<file path="src/rtl/mc_ctrl_pkg.sv">
// Shared encodings for the multi-cycle RV32I controller and the ALU/EXT/NPC/DM blocks it steers.
package mc_ctrl_pkg;

  typedef enum logic [2:0] {S_FETCH, S_DECODE, S_EXEC, S_MEM, S_WB, S_TRAP} state_t;
  typedef enum logic [2:0] {C_ALU, C_LOAD, C_STORE, C_BRANCH, C_JAL, C_JALR} iclass_t;

  localparam logic [6:0] OP_R      = 7'b0110011;
  localparam logic [6:0] OP_I      = 7'b0010011;
  localparam logic [6:0] OP_LOAD   = 7'b0000011;
  localparam logic [6:0] OP_STORE  = 7'b0100011;
  localparam logic [6:0] OP_BRANCH = 7'b1100011;
  localparam logic [6:0] OP_JAL    = 7'b1101111;
  localparam logic [6:0] OP_JALR   = 7'b1100111;

  localparam logic [4:0] ALU_ADD  = 5'b00011;
  localparam logic [4:0] ALU_SUB  = 5'b00100;
  localparam logic [4:0] ALU_SLT  = 5'b00101;
  localparam logic [4:0] ALU_SLTU = 5'b00110;
  localparam logic [4:0] ALU_OR   = 5'b01101;
  localparam logic [4:0] ALU_AND  = 5'b01110;

  localparam logic [5:0] EXT_NONE  = 6'b000000;
  localparam logic [5:0] EXT_SHAMT = 6'b100000;
  localparam logic [5:0] EXT_I     = 6'b010000;
  localparam logic [5:0] EXT_S     = 6'b001000;
  localparam logic [5:0] EXT_B     = 6'b000100;
  localparam logic [5:0] EXT_U     = 6'b000010;
  localparam logic [5:0] EXT_J     = 6'b000001;

  localparam logic [2:0] NPC_PLUS4  = 3'b000;
  localparam logic [2:0] NPC_BRANCH = 3'b001;
  localparam logic [2:0] NPC_JUMP   = 3'b010;
  localparam logic [2:0] NPC_JALR   = 3'b100;

  localparam logic [1:0] WD_ALU = 2'b00;
  localparam logic [1:0] WD_MEM = 2'b01;
  localparam logic [1:0] WD_PC4 = 2'b10;

  localparam logic [2:0] DM_W  = 3'b000;
  localparam logic [2:0] DM_H  = 3'b001;
  localparam logic [2:0] DM_HU = 3'b010;
  localparam logic [2:0] DM_B  = 3'b011;
  localparam logic [2:0] DM_BU = 3'b100;

  // funct3 bit 0 inverts the sense; bits 2:1 pick Zero, Lt or Ltu.
  function automatic logic branch_taken(input logic [2:0] f3, input logic zero,
                                        input logic lt, input logic ltu);
    logic cond;
    case (f3[2:1])
      2'b00:   cond = zero;
      2'b10:   cond = lt;
      2'b11:   cond = ltu;
      default: cond = 1'b0;
    endcase
    return cond ^ f3[0];
  endfunction

endpackage

</file>
<file path="src/rtl/mc_decode.sv">
// Combinational instruction classifier: class, ALU/EXT controls, DM access type and legality.
module mc_decode
  import mc_ctrl_pkg::*;
#(
  parameter int FULL_BRANCH = 1,
  parameter int SUBWORD_MEM = 1
) (
  input  logic [6:0] op,
  input  logic [6:0] funct7,
  input  logic [2:0] funct3,
  output logic [2:0] iclass,
  output logic [4:0] alu_op,
  output logic       alu_src,
  output logic [5:0] ext_op,
  output logic [2:0] dm_type,
  output logic       legal
);

  localparam logic SUB_OK = (SUBWORD_MEM != 0);
  localparam logic BR_OK  = (FULL_BRANCH != 0);

  always_comb begin
    iclass  = C_ALU;
    alu_op  = ALU_ADD;
    alu_src = 1'b0;
    ext_op  = EXT_NONE;
    dm_type = DM_W;
    legal   = 1'b0;
    case (op)
      OP_R, OP_I: begin
        alu_src = (op == OP_I);
        ext_op  = (op == OP_I) ? EXT_I : EXT_NONE;
        // funct7 only qualifies register-register forms; 0100000 selects sub.
        if (op == OP_R && funct7 == 7'b0100000) begin
          alu_op = ALU_SUB;
          legal  = (funct3 == 3'b000);
        end else if (op == OP_I || funct7 == 7'b0000000) begin
          case (funct3)
            3'b000:  begin alu_op = ALU_ADD;  legal = 1'b1; end
            3'b010:  begin alu_op = ALU_SLT;  legal = 1'b1; end
            3'b011:  begin alu_op = ALU_SLTU; legal = 1'b1; end
            3'b110:  begin alu_op = ALU_OR;   legal = 1'b1; end
            3'b111:  begin alu_op = ALU_AND;  legal = 1'b1; end
            default: legal = 1'b0;
          endcase
        end
      end
      OP_LOAD: begin
        iclass  = C_LOAD;
        alu_src = 1'b1;
        ext_op  = EXT_I;
        case (funct3)
          3'b010:  begin dm_type = DM_W;  legal = 1'b1;   end
          3'b000:  begin dm_type = DM_B;  legal = SUB_OK; end
          3'b001:  begin dm_type = DM_H;  legal = SUB_OK; end
          3'b100:  begin dm_type = DM_BU; legal = SUB_OK; end
          3'b101:  begin dm_type = DM_HU; legal = SUB_OK; end
          default: legal = 1'b0;
        endcase
      end
      OP_STORE: begin
        iclass  = C_STORE;
        alu_src = 1'b1;
        ext_op  = EXT_S;
        case (funct3)
          3'b010:  begin dm_type = DM_W; legal = 1'b1;   end
          3'b000:  begin dm_type = DM_B; legal = SUB_OK; end
          3'b001:  begin dm_type = DM_H; legal = SUB_OK; end
          default: legal = 1'b0;
        endcase
      end
      OP_BRANCH: begin
        iclass = C_BRANCH;
        ext_op = EXT_B;
        case (funct3)
          3'b000:         begin alu_op = ALU_SUB;  legal = 1'b1;  end
          3'b001:         begin alu_op = ALU_SUB;  legal = BR_OK; end
          3'b100, 3'b101: begin alu_op = ALU_SLT;  legal = BR_OK; end
          3'b110, 3'b111: begin alu_op = ALU_SLTU; legal = BR_OK; end
          default:        legal = 1'b0;
        endcase
      end
      OP_JAL: begin
        iclass = C_JAL;
        ext_op = EXT_J;
        legal  = 1'b1;
      end
      OP_JALR: begin
        iclass  = C_JALR;
        alu_src = 1'b1;
        ext_op  = EXT_I;
        legal   = (funct3 == 3'b000);
      end
      default: legal = 1'b0;
    endcase
  end

endmodule

</file>
<file path="src/rtl/mc_ctrl.sv">
// Multi-cycle RV32I control FSM: FETCH/DECODE/EXEC/MEM/WB/TRAP with imem/dmem ready handshakes.
module mc_ctrl
  import mc_ctrl_pkg::*;
#(
  parameter int FULL_BRANCH = 1,
  parameter int SUBWORD_MEM = 1,
  parameter int TRAP_STICKY = 1
) (
  input  logic       clk,
  input  logic       rstn,
  input  logic [6:0] Op,
  input  logic [6:0] Funct7,
  input  logic [2:0] Funct3,
  input  logic       Zero,
  input  logic       Lt,
  input  logic       Ltu,
  input  logic       imem_ready,
  input  logic       dmem_ready,
  output logic       imem_req,
  output logic       dmem_req,
  output logic       IRWrite,
  output logic       PCWrite,
  output logic       RegWrite,
  output logic       MemWrite,
  output logic       ALUSrc,
  output logic [5:0] EXTOp,
  output logic [4:0] ALUOp,
  output logic [2:0] NPCOp,
  output logic [1:0] WDSel,
  output logic [2:0] DMType,
  output logic       illegal,
  output logic       busy
);

  state_t     state;
  logic [2:0] iclass;
  logic [4:0] dec_alu_op;
  logic       dec_alu_src;
  logic [5:0] dec_ext_op;
  logic [2:0] dec_dm_type;
  logic       dec_legal;

  mc_decode #(.FULL_BRANCH(FULL_BRANCH), .SUBWORD_MEM(SUBWORD_MEM)) u_decode (
    .op      (Op),
    .funct7  (Funct7),
    .funct3  (Funct3),
    .iclass  (iclass),
    .alu_op  (dec_alu_op),
    .alu_src (dec_alu_src),
    .ext_op  (dec_ext_op),
    .dm_type (dec_dm_type),
    .legal   (dec_legal)
  );

  always_ff @(posedge clk) begin
    if (!rstn) begin
      state <= S_FETCH;
    end else begin
      case (state)
        S_FETCH:  if (imem_ready) state <= S_DECODE;
        S_DECODE: state <= dec_legal ? S_EXEC : S_TRAP;
        S_EXEC: begin
          if (iclass == C_LOAD || iclass == C_STORE) state <= S_MEM;
          else if (iclass == C_ALU)                  state <= S_WB;
          else                                       state <= S_FETCH;
        end
        S_MEM:    if (dmem_ready) state <= (iclass == C_LOAD) ? S_WB : S_FETCH;
        S_WB:     state <= S_FETCH;
        S_TRAP:   if (TRAP_STICKY == 0) state <= S_FETCH;
        default:  state <= S_FETCH;
      endcase
    end
  end

  // Datapath selects stay valid from DECODE through WB so MEM sees a stable address.
  always_comb begin
    imem_req = 1'b0;
    dmem_req = 1'b0;
    IRWrite  = 1'b0;
    PCWrite  = 1'b0;
    RegWrite = 1'b0;
    MemWrite = 1'b0;
    ALUSrc   = 1'b0;
    EXTOp    = EXT_NONE;
    ALUOp    = 5'b00000;
    NPCOp    = NPC_PLUS4;
    WDSel    = WD_ALU;
    DMType   = DM_W;
    illegal  = (state == S_TRAP);
    busy     = (state != S_FETCH);
    if (state == S_DECODE || state == S_EXEC || state == S_MEM || state == S_WB) begin
      ALUSrc = dec_alu_src;
      EXTOp  = dec_ext_op;
      ALUOp  = dec_alu_op;
      DMType = dec_dm_type;
    end
    case (state)
      S_FETCH: begin
        imem_req = 1'b1;
        IRWrite  = imem_ready;
      end
      S_EXEC: begin
        if (iclass == C_BRANCH) begin
          PCWrite = 1'b1;
          NPCOp   = branch_taken(Funct3, Zero, Lt, Ltu) ? NPC_BRANCH : NPC_PLUS4;
        end else if (iclass == C_JAL || iclass == C_JALR) begin
          PCWrite  = 1'b1;
          RegWrite = 1'b1;
          WDSel    = WD_PC4;
          NPCOp    = (iclass == C_JAL) ? NPC_JUMP : NPC_JALR;
        end
      end
      S_MEM: begin
        dmem_req = 1'b1;
        MemWrite = (iclass == C_STORE);
        PCWrite  = dmem_ready && (iclass == C_STORE);
      end
      S_WB: begin
        RegWrite = 1'b1;
        PCWrite  = 1'b1;
        WDSel    = (iclass == C_LOAD) ? WD_MEM : WD_ALU;
      end
      S_TRAP:  PCWrite = (TRAP_STICKY == 0);
      default: ;
    endcase
  end

endmodule

</file>
<file path="config.mk">
export PLATFORM = sky130hd
export DESIGN_NAME = mc_ctrl
export DESIGN_NICKNAME = d
export VERILOG_FILES = /design/src/rtl/mc_ctrl_pkg.sv /design/src/rtl/mc_decode.sv /design/src/rtl/mc_ctrl.sv
export SDC_FILE = /design/constraint.sdc
export NUM_CORES = 1
export LEC_CHECK = 0
export CORE_MARGIN = 2
export CORE_UTILIZATION = 35
export CTS_BUF_LIST = sky130_fd_sc_hd__clkbuf_4
export DETAILED_ROUTE_END_ITERATION = 6
export PLACE_DENSITY = 0.82
export RECOVER_POWER = 50
export SLEW_MARGIN = 20
export SYNTH_ARGS = -nofsm -noshare
export SYNTH_HDL_FRONTEND = slang
export SYNTH_HIERARCHICAL = 1
export SYNTH_SLANG_ARGS = --single-unit
</file>
<file path="constraint.sdc">
create_clock -name clk -period 1.85 [get_ports clk]
set_input_delay 0.37 -clock clk [delete_from_list [all_inputs] [get_ports clk]]
set_output_delay 0.37 -clock clk [all_outputs]
set_load 0.01 [all_outputs]
</file>
==> key figures <==
Run status
  – Status: finished with violations
  – Failing checks: negative setup slack

CTS
  – Num CTS Buffers: 3
  – Reg clk slew, reported paths: 0.05 ns
  – Root Buffer: clkbuf_4
  – TritonCTS clock tree: built
  – Htree depth: 1
  – # clock sinks: 3
  – Clock Latency Late Sink: 0.25 ns
  – CTS Hold Bufs: 0
  – Clk buf depth: 2

Timing
  – Max_slew headroom: 65.07%
  – Final Critical Period: 2.225 ns
  – Setup TNS: -4.881 ns
  – Max-slew violation total from the final report: 0
  – RSZ-0062 raised after global routing: yes
  – Final Skew: 0.009021 ns
  – Slew at the pin closest to its max-slew limit: 0.5208 ns
  – Max Fclk: 449.5 MHz
  – Final Hold Fails: 0
  – Final setup violation count: 24
  – Fin crit share: 120.2%
  – Setup ws final: -0.3745 ns

Floorplan
  – Top-level I/O count: 52
  – Initial core utilization: 36.70%
  – Die Ht: 54.74 um
  – Core area: 2455 sq um
  – Row cnt: 18
  – Total Die Area: 2996 sq um
  – Die Wd: 54.74 um

Global route
  – Grt total ovfl: 0
  – Vias in the first global route: 1,562
  – Grt met1 use: 39.90%
  – Initial antenna violation count: 0
  – Gr busiest metal: met2
  – GR met3 Demand/Resource: 4.918%
  – GR Util met2: 67.06%
  – Largest net degree at the start of global routing: 16
  – First-pass GRT wire length: 7.659 mm
  – GR Util All Layers: 36.57%

Synthesis
  – Count of different cell masters after synthesis: 44
  – Synth Area in Adders: 0%
  – Multiplexer share of the synthesized area: 2.361%
  – Simple-gate share of the synthesized area: 55.28%
  – Post-synth top flop: dfxtp_1
  – FFs w/ async S/R, synth: 0%
  – Syn avg cell area: 6.435 sq um
  – Post-synth EDFFs: 0
  – Synthesized area: 900.9 sq um
  – Largest family of logic cells by synthesized area: simple AND/OR/NAND/NOR gates
  – Synth Area in XOR/XNOR: 3.889%
  – Ys Warns: 6
  – Sequential fraction of the synthesis area: 6.667%
  – Seq cells post-synth: 3
  – Synth Area in Compound Gates: 21.94%
  – Mapped Cells: 140

Setup path
  – Flop-to-flop setup slack: 0.26 ns
  – Cell family with most CP delay: simple AND/OR/NAND/NOR gates
  – Worst Setup SP: Op[2]
  – Critical Path RT: 1.48 ns
  – CP cell instances: buf_6 > or4_4 > buf_4 > a21o_2 > o21ai_0 > and2_1 > buf_2
  – CP peak stage delay: 0.55 ns
  – CP Depth: 7
  – Worst R2R Start: state[1]$_SDFFE_PN0P_
  – R2R cell count: 5
  – CP arrival: 1.85 ns
  – Crit-path slowest cell: or4_4
  – CP Capture Point: ALUSrc
  – Crit path max fanout: 4
  – CP bufs+invs: 3
  – Critical Path Sink Type: primary output
  – Crit path launch type: primary input
  – Worst Setup Path Type: primary input to primary output
  – R2R Path End: state[0]$_SDFFE_PN0P_

Power and ir drop
  – P per Cell Area: 311.9 nW/um^2
  – P_leak: 0.001084 uW
  – Worst VDD drop: 0.3920 mV

Final layout
  – Top reg by flops: state
  – # fillers: 88
  – Largest registers: state x3
  – N_diodes: 0
  – Final nets: 275
  – Flip-flop count of the largest register after layout: 3
  – Layout cells sized above 1: 67.60%
  – Final Core Density: 92.76%
  – Layout Area Growth over Synthesis: 152.8%

Min path
  – Worst min-delay path class: primary input to flip-flop
  – Min-delay src: rstn

Detailed routing
  – Vias: 1,792
  – # DRC: 0
  – Post-Route WL: 6.754 mm
  – WL/cell: 24.12 um
  – DRT iter0 DRCs: 118
  – Vias per cell: 6.400
  – Antenna-violating nets left: 0
  – TritonRoute pass-1 iters: 5

Place
  – Buffers on Ports: 48
  – GPL Wtd Cong: 0.8410
  – Hpwl dp: 2.766 mm

Run
  – Max_cap viols: 0
-- cell families (layout without fill, tap and decap cells) --
family / after synthesis / count (layout)
AND/OR/NAND/NOR: 85 / 85
AO/OA/AOI/OAI: 29 / 29
buffers and inverters: 16 / 124
XOR/XNOR: 4 / 4
flip-flops: 3 / 3
multiplexers: 2 / 2
other: 1 / 3
-- through the flow --
| stage | area (sq um) | total power (uW) | hold slack (ns) | instances | setup WS [ns] |
|---|---|---|---|---|---|
| after floorplan | 994.7 | 223.6 | 0.5099 | 142 | -0.08354 |
| final | 2277 | 710.2 | 0.8401 | 280 | -0.3745 |
| after global placement | 1767 | 380.7 | 0.7603 | 251 | -1.034 |
| after detailed placement | 1767 | 394.5 | 0.8213 | 251 | -1.064 |
| after CTS | 2068 | 578.6 | 0.7642 | 272 | -0.4083 |
| after global routing | 2277 | 723.5 | 0.8330 | 280 | -0.4428 |
-- how the worst min path moves through the flow --
stage	to	slack, ns	cells after the start
floorplan	state[0]$_SDFFE_PN0P_	0.51	2
global placement	state[1]$_SDFFE_PN0P_	0.76	4
detailed placement	state[1]$_SDFFE_PN0P_	0.82	4
CTS	state[1]$_SDFFE_PN0P_	0.76	4
global route	state[1]$_SDFFE_PN0P_	0.83	2
finish	state[1]$_SDFFE_PN0P_	0.84	2
-- cell usage in the layout (no fill, tap or decap), types with 3 or more instances in the layout --
cell and n:
nor2b_4 6, nor2_2 3, nor2_4 3, and2_1 13, dlygate4sd2_1 8, clkbuf_4 5, nand3_1 3, nand2_1 6
o21ai_0 3, buf_6 33, and2_4 9, nor2b_1 4, buf_4 45, nand2_4 3, a21oi_1 3, nor2_1 10
nor3b_4 3, a211oi_2 3, a21oi_4 3, clkdlybuf4s50_1 4, buf_2 15, conb_1 3
-- power by group --
part,leakage [uW],internal (uW),switching (uW)
Combinational,0.00104,243,247
Sequential,0.0000261,68.7,4.99
Clock,0.0000184,96.5,49.7
Total,0.00108,408,302
-- Yosys cell counts (2+ instances only) --
library cell | count | area share [%]
buf_2 | 5 | 2.8
nor4_1 | 2 | 1.4
clkbuf_1 | 2 | 0.83
nor2b_1 | 11 | 7.6
nand3_1 | 5 | 2.8
o21ai_0 | 5 | 2.8
inv_1 | 4 | 1.7
nand4_1 | 2 | 1.4
a22oi_1 | 2 | 1.7
nand2_1 | 10 | 4.2
a211oi_1 | 4 | 3.3
and4b_1 | 3 | 3.3
and2_1 | 22 | 15
dfxtp_1 | 3 | 6.7
nor3_1 | 3 | 1.7
nor2_1 | 15 | 6.2
xor2_1 | 3 | 2.9
or3_4 | 2 | 2.5
a21oi_1 | 6 | 3.3
nor3b_1 | 5 | 4.2
buf_4 | 3 | 2.5
-- per-layer routing --
layer	vias to the layer above	share of wire, %	routed length (um)
met5	-	0	0
met4	0	11	735
met3	72	11	712
met2	192	46	3086
met1	820	33	2219
li1	708	-	-
-- what timing repair did --
action,in CTS,in global routing
endpoints found under the setup margin,28,25
setup buffers,18,13
pin swaps,40,33
gates resized for setup,204,40
cloned,0,1
-- layout make-up --
cell class                 instances  area, sq um  area share, %
timing repair buffer             115         1016          44.62
clock buffer                       4        30.03          1.319
sequential                         3        66.31          2.912
tap                               30        37.54          1.648
inverter                           5        21.27         0.9341
multi-input combinational        123         1106          48.57
(Power assumes the default switching activity.)
